==> src/rtl/lvds_pll_lock_sequencer.sv <==
// LVDS receiver PLL power-up/recovery sequencer, clocked from the free-running reference clock.
// Define LVDS_PLL_SEQ_STATS_EN to implement the lock-loss and timeout statistics counters.
module lvds_pll_lock_sequencer #(
    parameter int unsigned RESET_CYCLES   = 16,
    parameter int unsigned STABLE_CYCLES  = 1024,
    parameter int unsigned TIMEOUT_CYCLES = 125000,
    parameter int unsigned DPA_CYCLES     = 32
) (
    input  logic        i_clk,
    input  logic        i_reset_n,
    input  logic        i_enable,
    input  logic        i_restart,
    input  logic        i_pll_locked,
    output logic        o_pll_rst,
    output logic        o_dpa_reset,
    output logic        o_rx_reset_n,
    output logic        o_ready,
    output logic [2:0]  o_state,
    output logic [15:0] o_lock_loss_cnt,
    output logic [15:0] o_timeout_cnt
);
    typedef enum logic [2:0] {
        S_IDLE        = 3'd0,
        S_PLL_RST     = 3'd1,
        S_WAIT_LOCK   = 3'd2,
        S_LOCK_STABLE = 3'd3,
        S_DPA_RST     = 3'd4,
        S_READY       = 3'd5
    } state_e;

    state_e      state_q, state_d;
    logic [31:0] cnt_q, cnt_d;
    logic        sync1_q, sync2_q, lock_s;
    logic        enter, lock_loss_ev, timeout_ev;
    logic        pll_rst_q, dpa_reset_q, rx_reset_n_q, ready_q;
    logic [2:0]  state_out_q;

    assign lock_s = sync2_q;

    // Flushed while the PLL is held in reset so a lock seen before the reset
    // can never shortcut the post-reset settling of the synchronizer.
    always_ff @(posedge i_clk) begin
        if (!i_reset_n || state_q == S_IDLE || state_q == S_PLL_RST) begin
            sync1_q <= 1'b0;
            sync2_q <= 1'b0;
        end else begin
            sync1_q <= i_pll_locked;
            sync2_q <= sync1_q;
        end
    end

    always_ff @(posedge i_clk) begin
        if (!i_reset_n) begin
            state_q <= S_IDLE;
            cnt_q   <= 32'd0;
        end else begin
            state_q <= state_d;
            cnt_q   <= cnt_d;
        end
    end

    always_comb begin
        state_d      = state_q;
        cnt_d        = (cnt_q != 32'd0) ? cnt_q - 32'd1 : cnt_q;
        enter        = 1'b0;
        lock_loss_ev = 1'b0;
        timeout_ev   = 1'b0;
        if (!i_enable) begin
            state_d = S_IDLE;
        end else if (i_restart && state_q != S_IDLE) begin
            state_d = S_PLL_RST;
            enter   = 1'b1;
        end else begin
            case (state_q)
                S_IDLE: begin
                    state_d = S_PLL_RST;
                    enter   = 1'b1;
                end
                S_PLL_RST: begin
                    if (cnt_q == 32'd0) begin
                        state_d = S_WAIT_LOCK;
                        enter   = 1'b1;
                    end
                end
                S_WAIT_LOCK: begin
                    if (lock_s) begin
                        state_d = S_LOCK_STABLE;
                        enter   = 1'b1;
                    end else if (cnt_q == 32'd0) begin
                        state_d    = S_PLL_RST;
                        enter      = 1'b1;
                        timeout_ev = 1'b1;
                    end
                end
                S_LOCK_STABLE: begin
                    if (!lock_s) begin
                        state_d = S_WAIT_LOCK;
                        enter   = 1'b1;
                    end else if (cnt_q == 32'd0) begin
                        state_d = S_DPA_RST;
                        enter   = 1'b1;
                    end
                end
                S_DPA_RST: begin
                    if (!lock_s) begin
                        state_d = S_PLL_RST;
                        enter   = 1'b1;
                    end else if (cnt_q == 32'd0) begin
                        state_d = S_READY;
                        enter   = 1'b1;
                    end
                end
                S_READY: begin
                    if (!lock_s) begin
                        state_d      = S_PLL_RST;
                        enter        = 1'b1;
                        lock_loss_ev = 1'b1;
                    end
                end
                default: state_d = S_IDLE;
            endcase
        end
        // The shared counter counts down to zero; the phase ends on the zero cycle.
        if (enter) begin
            case (state_d)
                S_PLL_RST:     cnt_d = RESET_CYCLES - 32'd1;
                S_WAIT_LOCK:   cnt_d = TIMEOUT_CYCLES;
                S_LOCK_STABLE: cnt_d = STABLE_CYCLES - 32'd1;
                S_DPA_RST:     cnt_d = DPA_CYCLES - 32'd1;
                default:       cnt_d = 32'd0;
            endcase
        end
    end

    always_ff @(posedge i_clk) begin
        if (!i_reset_n) begin
            state_out_q  <= 3'd0;
            pll_rst_q    <= 1'b1;
            dpa_reset_q  <= 1'b0;
            rx_reset_n_q <= 1'b0;
            ready_q      <= 1'b0;
        end else begin
            state_out_q  <= state_q;
            pll_rst_q    <= (state_q == S_IDLE) || (state_q == S_PLL_RST);
            dpa_reset_q  <= (state_q == S_DPA_RST);
            rx_reset_n_q <= (state_q == S_READY);
            ready_q      <= (state_q == S_READY);
        end
    end

    assign o_state      = state_out_q;
    assign o_pll_rst    = pll_rst_q;
    assign o_dpa_reset  = dpa_reset_q;
    assign o_rx_reset_n = rx_reset_n_q;
    assign o_ready      = ready_q;

`ifdef LVDS_PLL_SEQ_STATS_EN
    logic [15:0] lock_loss_cnt_q, timeout_cnt_q;

    always_ff @(posedge i_clk) begin
        if (!i_reset_n) begin
            lock_loss_cnt_q <= 16'h0000;
            timeout_cnt_q   <= 16'h0000;
        end else begin
            if (lock_loss_ev && lock_loss_cnt_q != 16'hFFFF)
                lock_loss_cnt_q <= lock_loss_cnt_q + 16'h0001;
            if (timeout_ev && timeout_cnt_q != 16'hFFFF)
                timeout_cnt_q <= timeout_cnt_q + 16'h0001;
        end
    end

    assign o_lock_loss_cnt = lock_loss_cnt_q;
    assign o_timeout_cnt   = timeout_cnt_q;
`else
    logic unused_stat_ev;
    assign unused_stat_ev  = lock_loss_ev ^ timeout_ev;
    assign o_lock_loss_cnt = 16'h0000;
    assign o_timeout_cnt   = 16'h0000;
`endif

endmodule

==> config.mk <==
export PLATFORM = sky130hd
export DESIGN_NAME = lvds_pll_lock_sequencer
export DESIGN_NICKNAME = d
export VERILOG_FILES = /design/src/rtl/lvds_pll_lock_sequencer.sv
export SDC_FILE = /design/constraint.sdc
export NUM_CORES = 1
export LEC_CHECK = 0
export ABC_AREA = 0
export CAP_MARGIN = 20
export CORE_MARGIN = 2
export CORE_UTILIZATION = 45
export CTS_CLUSTER_SIZE = 24
export DETAILED_ROUTE_END_ITERATION = 10
export HOLD_SLACK_MARGIN = 0.12
export MAX_ROUTING_LAYER = met4
export PLACE_DENSITY = 0.76
export SLEW_MARGIN = 30
export SYNTH_ARGS = -nofsm -noshare
export SYNTH_HDL_FRONTEND = slang
export SYNTH_SLANG_ARGS = --single-unit
==> constraint.sdc <==
create_clock -name i_clk -period 2.9 [get_ports i_clk]
set_clock_uncertainty 0.1 [all_clocks]
set_input_delay 0.29 -clock i_clk [delete_from_list [all_inputs] [get_ports i_clk]]
set_output_delay 0.29 -clock i_clk [all_outputs]
set_load 0.05 [all_outputs]
# Yosys cells after proc, flatten, opt, wreduce, memory -nomap -nowiden
# Index checks and enable logic that the tools add are counted.
classes:
  addsub: 1
  n_reduce_logical: 11
  mux: 21
  eq_ne: 9
ops:
  columns: ["op", "count"]
  rows:
  - ["$pmux W17 S4", 1]
  - ["$mux W32", 2]
  - ["$logic_not A32 Y1", 1]
  - ["$reduce_bool A32 Y1", 1]
  - ["$sub A32 B1 Y32 const B", 1]
  - ["$mux W3", 10]
  - ["$pmux W3 S6", 1]
  - ["$eq A3 B2 Y1 const B", 4]
  - ["$eq A3 B3 Y1 const B", 3]
  - ["$eq A3 B1 Y1 const B", 2]
  - ["$mux W1", 6]
  - ["$pmux W1 S5", 1]
  - ["$logic_not A3 Y1", 1]
  - ["$logic_or A1 B1 Y1", 3]
  - ["$reduce_bool A3 Y1", 1]
  - ["$reduce_bool A2 Y1", 1]
  - ["$reduce_or A2 Y1", 1]
  - ["$logic_and A1 B1 Y1", 1]
  - ["$logic_not A1 Y1", 1]
totals:
  output_inout_bits: 39
  input_bits: 5
  wordCells: 50
  register_bits: 43

# Logic depth before layout (Yosys ltp)
# Gate-level depths: netlist (run 1).
depth:
  ltp_word: 9
  mapped_depth: 9
  ltp_nobuf: 8

# Worst setup path after synthesis (run 1)
# Ideal clock, no wire load.
synth_path:
  kind: "register -> register"
  startpoint: "register cnt_q[0]"
  endpoint: "register cnt_q[1]"
  t_arrival_ns: 2.201
  setup_slack_ns: 0.519
  n_path_buf: 0
  stages_incl_launch_ff: 9
  required_time_ns: 2.721
  synth_period_minus_slack_ns: 2.381
  setup_ns: 0.079
  cell_sequence: "dfxtp_1 inv_1 ha_1 or3b_2 nor4_4 a31oi_1 a211oi_2 a211oi_2 a211oi_2"
synth_between:
  elab_chain_len: 9
  elab_cells_between_ends: 27
  cone_classes: "add/sub: 1; eq/ne: 4; mux: 19; reduce/logical: 3"
synth_lines:
  columns: ["item", "line", "rtl"]
  rows:
  - ["from (decl)", "32", "logic [31:0] cnt_q, cnt_d;"]
  - ["from (signal assigned)", "58", "cnt_q <= cnt_d;"]
  - ["$logic_not A32 Y1", null, null]
  - ["$mux W3 (on tied branches)", "108, 89, 99", null]
  - ["$mux W3 (on tied branches)", "105, 86, 96", null]
  - ["$pmux W3 S6", "74", "case (state_q)"]
  - ["$mux W3", "70", "end else if (i_restart && state_q != S_IDLE) begin"]
  - ["$mux W3", "68", "if (!i_enable) begin"]
  - ["$eq A3 B3 Y1, or another cell as far along", "125", "case (state_d)"]
  - ["$pmux W17 S4", "125", null]
  - ["$mux W32", "124", "if (enter) begin"]
# Parallel ways exist; a longest one is shown, timed or not. The select of a mux whose other input is x is not followed.
# A chain may end at the register's enable or synchronous reset.

# Worst setup path after layout (run 1)
# Same ends and word-level chain as after synthesis.

==> impl_metrics.tcl, run 1 <==
set metrics [dict create \
    design_area_um2 2760 \
    postCtsHoldBufs 0 \
    pin_count 44 \
    place_area_um2 2670 \
    area_delta_synth_final_pct 7.93 \
    first_global_vias 2088 \
    nNetsFinal 329 \
    start_kind "register" \
    dr_wl_met2_um 2600 \
    totalWireLength_um 5540 \
    ir_worst_vdd_mv 0.257 \
    overflow 0 \
    fin_crit_ns 2.69 \
    setup_tns_ns 0 \
    ant_nets 0 \
    dr.pass1.iters 4 \
    h-tree-depth 2 \
    dieArea_um2 6300 \
    via_per_inst 5.59 \
    wl_met3_um 326 \
    root_buffer "clkbuf_8" \
    dp_hpwl_um 4000 \
    drt_iter0_markers 204 \
    drv_cap 0 \
    syn_area_um2 2560 \
    worstMarginPinSlew_ns 0.521 \
    crit_path_cell_trace "inv_1 -> ha_1 -> or3b_2 -> nor4_4 -> a31oi_1 -> a211oi_2 -> a211oi_2 -> a211oi_2" \
    p_seq_frac 0.375 \
    coreArea_um2 5510 \
    synth_area_leaders "dfxtp_1 (34%), buf_4 (10%), xnor2_1 (5.8%), nor2_1 (5.6%), nand2_1 (3.4%)" \
    diodes 0 \
    numCtsBuffers 5 \
    drv_slew 0 \
    crit_fanout 4 \
    dp_cells 388 \
    synth_edf_count 0 \
    synth_seq_cells 43 \
    total_power_mw 1.96 \
    fin_ws_ns 0.214 \
    cpPeakStageDelay_ns 0.54 \
    synth_compound_area_frac 0.140 \
    syn-instance-count 306 \
    cts_buffer_depth 2 \
    syn_area_per_cell_um2 8.35 \
    intPower_mw 1.16 \
    hold_viol 0 \
    required_ns 3.02 \
    yosysUniqueCellTypes 53 \
    slowest_stage "or3b_2" \
    dieWidth_um 79.4 \
    wl_per_cell_um 14.0 \
    met1_length_um 2480 \
    gp_congestion 0.904 \
    hold_path_class "reg -> reg" \
    post-place-ws_ns 0.273 \
    clock-sinks 43 \
    switching_share 0.409 \
    async_flop_share 0 \
    leakage_nw 1.06 \
    fin_util 0.501 \
    antenna_found_initial 0 \
    synthSimpleGateAreaFrac 0.309 \
    num_rows 27 \
    yosys_warnings 0 \
    max_freq_ghz 0.372 \
    yosysTopAreaCellShare 0.337 \
    p_per_area_nw_per_um2 709 \
    grt_max_degree 18 \
    top_layer "met4" \
    synth_flop_cell "dfxtp_1" \
    r2r_cells 8 \
    postCtsSetupBuffers 0 \
    p_clk_frac 0.200 \
    synthXorXnorAreaFrac 0.0857 \
    die_y_um 79.4 \
    synthAdderAreaFrac 0.00489 \
    setup_viol 0 \
    min_period_over_period 0.926 \
    cp.arrival_ns 2.81 \
    crit_type "reg -> reg" \
    p_sw_mw 0.800 \
    clk_latency_ns 0.30 \
    hold_ws_ns 0.339 \
    synth_top_family_by_area "simple AND/OR/NAND/NOR gates" \
    grt_pass1_wl_um 9360 \
    vias 2210 \
    end_kind "register" \
    comb_power_share 0.425 \
    relSlewSlack 0.652 \
    floorplan.initialDensity 0.464 \
    ctsResizeCount 0 \
    layoutNonFillerInstCount 395 \
    synth_mux_area_frac 0 \
    cts.clk_slew.worst_paths_ns 0.09 \
    outcome "complete, no violations" \
    portBuffers 11 \
    synth_top_cell_by_area "dfxtp_1" \
    holdPathStages 1 \
    cts_tree "built" \
    layout-drive-gt1-share 0.118 \
    drc_errors 0 \
    cp_common_cell "a211oi_2" \
    rsz0062_at_grt "no" \
    gr-usage-all-layers 0.192 \
    yosysSeqAreaShare 0.337 \
]
==> area by class of cell <==
cell class,instances,area (um2)
clock buffer,6,82.6
clock inverter,1,5.00
fill,522,2750
inverter,4,15.0
multi-input combinational,246,1510
sequential,43,861
tap,72,90.1
timing repair buffer,23,200
==> worst paths after layout <==
kind | start | endpoint | slack, ns
min | sync1_q | lock_s | 0.34
max reg2reg | cnt_q[0] | cnt_q[1] | 0.21
min reg2reg | sync1_q | lock_s | 0.34
max | cnt_q[0] | cnt_q[1] | 0.21
==> state kept, by name, indices dropped and copies added, names as in the netlist <==
name	cells
lock_s	1
o_state	3
o_pll_rst	1
cnt_q	32
o_ready	1
state_q	3
o_dpa_reset	1
sync1_q	1
==> kinds of logic after synthesis <==
group	count (synthesis)
compound gates	51
xor+xnor	25
simple gates	137
flops	43
other cells	1
fa+ha+maj	1
buf+inv	48
==> layer usage <==
layer  GRT usage  vias up
li1            -     1064
met1       0.240     1043
met2       0.292       89
met3      0.0396       14
met4       0.100        0
met5           -        -
==> critical path: cells and delay by family, from the launching register on <==
| kind | cells | cell delay, ns |
|---|---|---|
| AOI/OAI and AO/OA | 4 | 0.93 |
| and+or+nand+nor | 2 | 0.90 |
| DFF | 1 | 0.34 |
| adders and majority gates | 1 | 0.23 |
| buffers and inverters | 1 | 0.11 |
==> power groups by stage <==
stage | Combinational, mW | Clock (mW) | Sequential (mW)
finish | 0.831 | 0.391 | 0.734
global route | 0.908 | 0.421 | 0.744
CTS | 0.823 | 0.399 | 0.729
detailed placement | 0.814 | 0 | 0.743
global placement | 0.811 | 0 | 0.739
floorplan | 0.679 | 0 | 0.726
==> cell usage in the layout, fill, tap and decap left out, types with 4 or more instances in the layout <==
| cell type | instances |
|---|---|
| dfxtp_1 | 43 |
| nor2_1 | 38 |
| conb_1 | 32 |
| nand2_1 | 23 |
| xnor2_1 | 17 |
| a21oi_1 | 16 |
| buf_4 | 12 |
| clkdlybuf4s50_1 | 11 |
| nor4_1 | 10 |
| nor3_1 | 9 |
| xor2_1 | 8 |
| or4_1 | 7 |
| nand3_1 | 7 |
| clkbuf_8 | 6 |
| o21ai_0 | 5 |
| inv_1 | 4 |
| or3_1 | 4 |
| nor2b_1 | 4 |
| nand2b_1 | 4 |
| o31ai_1 | 4 |
| and2_1 | 4 |
==> synthesized netlist by cell type (2+ instances only) <==
master    instances
clkbuf_1          7
o41ai_1           3
buf_4            34
nor3b_1           3
or4_1             7
inv_1             4
o32ai_1           2
nor4_4            3
or2_2             2
and3_1            3
o21ai_0           5
o211ai_1          2
nor4_2            3
a21o_1            2
nand2b_1          4
nand4_1           3
xor2_1            8
o21ai_1           2
a211oi_2          3
or3_1             4
nand3b_1          3
nand2_1          23
nand3_1           7
a21oi_1          16
nor2b_1           4
nor4_1           10
nor2_1           38
o31a_1            2
dfxtp_1          43
nor3_1            9
xnor2_1          17
and2_1            4
o31ai_1           4
buf_2             3
No activity file was read; power rests on OpenSTA's default activity.
==> inputs of run 2 (changes only) <==
--- a/config.mk
+++ b/config.mk
@@ -13,8 +13,9 @@
 export DETAILED_ROUTE_END_ITERATION = 10
 export HOLD_SLACK_MARGIN = 0.12
 export MAX_ROUTING_LAYER = met4
-export PLACE_DENSITY = 0.76
-export SLEW_MARGIN = 30
+export PLACE_DENSITY = 0.78
+export SLEW_MARGIN = 20
 export SYNTH_ARGS = -nofsm -noshare
 export SYNTH_HDL_FRONTEND = slang
 export SYNTH_SLANG_ARGS = --single-unit
+export TNS_END_PERCENT = 1
==> constraint.sdc (replaced) <==
create_clock -name i_clk -period 2.2 [get_ports i_clk]
set_clock_uncertainty 0.1 [all_clocks]
set_input_delay 0.22 -clock i_clk [delete_from_list [all_inputs] [get_ports i_clk]]
set_output_delay 0.22 -clock i_clk [all_outputs]
set_load 0.05 [all_outputs]
==> run 2 against run 1 <==
Effect of this change: the run now ends with setup timing left; combinational power up 110%; die area unchanged; register-to-register slack worse by 0.37 ns; cell count up 15%; wire length up 31%; first-iteration DRC count up 3.4%; sequential power up 31%; sequential cell count unchanged; global-route usage up 3.9 points; non-clock buffer count up 60; via count up 18%; largest power group unchanged.
==> impl_metrics.tcl, run 2 (synthesis gave the netlist of run 1 again) <==
set metrics [dict create \
    fin_ws_ns -0.159 \
    numCtsBuffers 5 \
    violations "setup timing" \
    cp_common_cell "a211oi_2" \
    largest_register_ffs 32 \
    relSlewSlack 0.627 \
    cpPeakStageDelay_ns 0.56 \
    die_y_um 79.4 \
    fill_cells 435 \
    clock-sinks 43 \
    max_freq_ghz 0.424 \
    leakage_nw 1.43 \
    p_per_area_nw_per_um2 947 \
    floorplan.initialDensity 0.464 \
    drv_cap 0 \
    start_kind "register" \
    hold_path_class "reg -> reg" \
    postCtsHoldBufs 0 \
    min_period_over_period 1.07 \
    drc_errors 0 \
    layout_common_cells "buf_4 (65), nor2_1 (38), dfxtp_1 (38), conb_1 (32), nand2_1 (23)" \
    coreArea_um2 5510 \
    regMostFlops "cnt_q" \
    first_global_vias 2434 \
    h-tree-depth 2 \
    end_kind "register" \
    dp_hpwl_um 4780 \
    dieArea_um2 6300 \
    wl_met3_um 495 \
    overflow 0 \
    gp_congestion 0.987 \
    pin_count 44 \
    nNetsFinal 389 \
    worstMarginPinSlew_ns 0.558 \
    gr-usage-all-layers 0.231 \
    fin_util 0.630 \
    antenna_found_initial 0 \
    num_rows 27 \
    vias 2605 \
    hold_viol 0 \
    drt_iter0_markers 211 \
    post-place-ws_ns -0.264 \
    ant_nets 0 \
    crit_type "reg -> reg" \
    slowest_stage "or4_4" \
    crit_fanout 5 \
    ir_worst_vdd_mv 0.407 \
    cts.clk_slew.worst_paths_ns 0.08 \
    root_buffer "clkbuf_8" \
    via_per_inst 5.71 \
    cts_tree "built" \
    fin_crit_ns 2.36 \
    required_ns 2.33 \
    dr_wl_met2_um 3590 \
    setup_viol 12 \
    cts_buffer_depth 2 \
    layout-drive-gt1-share 0.333 \
    final_common_cell "buf_4" \
    diodes 0 \
    rsz0062_at_grt "yes" \
    outcome "finished with violations" \
    top_layer "met4" \
    grt_pass1_wl_um 11200 \
    drv_slew 0 \
    grt_max_degree 18 \
    portBuffers 11 \
    met1_length_um 2790 \
    clk_latency_ns 0.31 \
    dr.pass1.iters 5 \
    dieWidth_um 79.4 \
    crit_path_cell_trace "or4_4 -> nor4_4 -> a31oi_2 -> a211oi_4 -> a211oi_2 -> a211oi_2" \
    area_delta_synth_final_pct 35.7 \
    cp.arrival_ns 2.49 \
    totalWireLength_um 7280 \
    regToRegSetupSlack_ns -0.16 \
    hold_ws_ns 0.351 \
    wl_per_cell_um 16.0 \
]
## run 2: final timing paths
check                 from  endpoint  cells past startpoint
hold reg to reg    sync1_q    lock_s                      1
hold / removal     sync1_q    lock_s                      1
setup / recovery  cnt_q[5]  cnt_q[1]                      6
setup reg to reg  cnt_q[5]  cnt_q[1]                      6
## run 2: metal layers
layer | track usage | vias up
met5 | - | -
met1 | 0.258 | 1219
li1 | - | 1179
met3 | 0.0475 | 53
met4 | 0.110 | 0
met2 | 0.396 | 154
## run 2: through the flow
step / area (um2) / setup TNS, ns / cells / total power [mW]
2_1_floorplan: 2680 / 0 / 337 / 1.86
3_3_place_gp: 3090 / -2.43 / 441 / 2.36
3_5_place_dp: 3090 / -4.14 / 441 / 2.40
4_1_cts: 3320 / -0.334 / 452 / 3.10
5_1_grt: 3470 / -4.63 / 456 / 3.45
6_report: 3470 / -0.913 / 456 / 3.29
## run 2: timing repair
| action | in CTS | in global routing |
|---|---|---|
| pin swaps | 8 | 11 |
| buffers inserted | 3 | 4 |
| setup endpoints to repair | 32 | 32 |
| gates resized for setup | 22 | 24 |
## run 2: layout make-up
cell class | count | area (um2) | area share
clock buffer | 8 | 100 | 0.0288
tap | 72 | 90.1 | 0.0260
multi-input combinational | 246 | 1710 | 0.493
inverter | 4 | 15.0 | 0.00433
timing repair buffer | 83 | 686 | 0.198
sequential | 43 | 867 | 0.250
## run 2: where the power goes
group          total, mW  switching, mW  internal (mW)
clock              0.559          0.273          0.287
combinational       1.76          0.927          0.836
sequential         0.964          0.104          0.860
total               3.29           1.30           1.98
## run 2: critical path, delay by kind of cell (launching register included)
kind	cells	cell delay [ns]
flip-flops	1	0.38
AO/OA/AOI/OAI	4	0.85
AND/OR/NAND/NOR	2	0.96
==> inputs of run 3 (changes only) <==
--- a/config.mk
+++ b/config.mk
@@ -9,8 +9,10 @@
 export CAP_MARGIN = 20
 export CORE_MARGIN = 2
 export CORE_UTILIZATION = 45
+export CTS_CLUSTER_DIAMETER = 50
 export CTS_CLUSTER_SIZE = 24
 export DETAILED_ROUTE_END_ITERATION = 10
+export GPL_TIMING_DRIVEN = 0
 export HOLD_SLACK_MARGIN = 0.12
 export MAX_ROUTING_LAYER = met4
 export PLACE_DENSITY = 0.78
==> run 3 against run 2 <==
Effect of this change: combinational power shrank 24%; design area decreased by 4.2%; largest cell class unchanged; critical path depth unchanged; the run still ends with setup timing left.
==> impl_metrics.tcl, run 3 (synthesis gave the netlist of run 1 again) <==
set metrics [dict create \
    outcome "finished with violations" \
    violations "setup timing" \
    max_freq_ghz 0.421 \
    grt_max_degree 15 \
    final_common_cell "buf_4" \
    cts_buffer_depth 2 \
    crit_fanout 6 \
    crit_type "reg -> reg" \
    fin_ws_ns -0.177 \
    cts_tree "built" \
    ir_worst_vdd_mv 0.528 \
    layout_common_cells "buf_4 (48), dfxtp_1 (39), nor2_1 (38), conb_1 (32), nand2_1 (22)" \
    h-tree-depth 2 \
    cts.clk_slew.worst_paths_ns 0.09 \
    start_kind "register" \
    pin_count 44 \
    drv_slew 0 \
    fin_crit_ns 2.38 \
    reg2reg_from "cnt_q[8]" \
    diodes 0 \
    rr_endpoint "cnt_q[1]" \
    total_power_mw 2.95 \
    fill_cells 495 \
    p_per_area_nw_per_um2 889 \
    startpoint "cnt_q[8]" \
    numCtsBuffers 5 \
    post-place-ws_ns -0.520 \
    hold_path_class "in -> reg" \
    via_per_inst 5.29 \
    totalWireLength_um 6220 \
    coreArea_um2 5510 \
    setup_tns_ns -2.25 \
    top_layer "met4" \
    root_buffer "clkbuf_8" \
    largest_register_ffs 32 \
    drv_cap 0 \
    clk_latency_ns 0.30 \
    gr-usage-all-layers 0.210 \
    hold_viol 0 \
    num_rows 27 \
    hold_ws_ns 0.251 \
    drt_iter0_markers 175 \
    regToRegSetupSlack_ns -0.18 \
    die_y_um 79.4 \
    dp_cells 419 \
    dp_hpwl_um 4190 \
    worstMarginPinSlew_ns 0.562 \
    met1_length_um 2700 \
    dr.pass1.iters 4 \
    portBuffers 10 \
    nNetsFinal 374 \
    critPathCapture "cnt_q[1]" \
    area_delta_synth_final_pct 30.1 \
    dr_wl_met2_um 3080 \
    wl_per_cell_um 14.1 \
    floorplan.initialDensity 0.464 \
    clock-sinks 43 \
    dieArea_um2 6300 \
    layoutNonFillerInstCount 441 \
    overflow 0 \
    rsz0062_at_grt "yes" \
    wl_met3_um 329 \
    vias 2335 \
    cp.arrival_ns 2.50 \
    leakage_nw 1.35 \
    first_global_vias 2144 \
    antenna_found_initial 0 \
    dieWidth_um 79.4 \
    layout-drive-gt1-share 0.287 \
    required_ns 2.32 \
    r2r_cells 6 \
    setup_viol 27 \
    grt_pass1_wl_um 10200 \
    drc_errors 0 \
    relSlewSlack 0.625 \
    regMostFlops "cnt_q" \
    min_period_over_period 1.08 \
    gp_congestion 0.887 \
    end_kind "register" \
    ant_nets 0 \
]
run 3: cell count changes in the layout (fill, tap and decap cells not counted), sizes merged:
cell / delta
buf: -21
clkbuf: +4
clkdlybuf4s50: -1
clkinv: +2
bufinv: +1
run 3: worst min-delay path by stage:
stage | slack, ns | endpoint | cells past startpoint | startpoint
2_1_floorplan | 0.25 | sync1_q | 1 | i_pll_locked
3_3_place_gp | 0.32 | lock_s | 1 | sync1_q
3_5_place_dp | 0.34 | lock_s | 1 | sync1_q
4_1_cts | 0.23 | state_q[0] | 3 | i_enable
5_1_grt | 0.27 | state_q[0] | 3 | i_enable
6_report | 0.25 | state_q[0] | 3 | i_enable
run 3: repair_timing:
item,CTS,global route
resized for setup,38,8
hold buffers,0,0
gates cloned,0,0
setup endpoints to repair,32,33
pin swaps,14,4
setup buffers,13,1
run 3: critical path, stage by stage (launching register included):
cell and delay (ns):
dfxtp_1 0.39, or4_1 0.64, nor4_4 0.33, a31oi_2 0.18, a211oi_4 0.34, a211oi_4 0.14, a211oi_2 0.18
run 3: layout make-up:
cell class / count / area [um2] / area share
tap: 72 / 90.1 / 0.0271
buffer: 44 / 314 / 0.0945
clock inverter: 3 / 43.8 / 0.0132
timing repair buffer: 24 / 209 / 0.0629
sequential: 43 / 866 / 0.260
inverter: 4 / 15.0 / 0.00452
multi-input combinational: 246 / 1720 / 0.517
clock buffer: 5 / 68.8 / 0.0207
run 3: power by group:
part / switching [mW] / internal, mW
combinational: 0.777 / 0.566
clock: 0.279 / 0.338
sequential: 0.132 / 0.861
total: 1.19 / 1.77
run 3: routing by layer:
metal,track usage,vias up
met1,0.261,1083
met2,0.347,78
met3,0.0362,16
met5,-,-
li1,-,1158
met4,0.0741,0
run 3: metrics by stage:
stage | util | area [um2]
4_1_cts | 0.594 | 3270
5_1_grt | 0.604 | 3320
6_report | 0.604 | 3320
3_3_place_gp | 0.522 | 2870
2_1_floorplan | - | 2680
3_5_place_dp | 0.522 | 2870
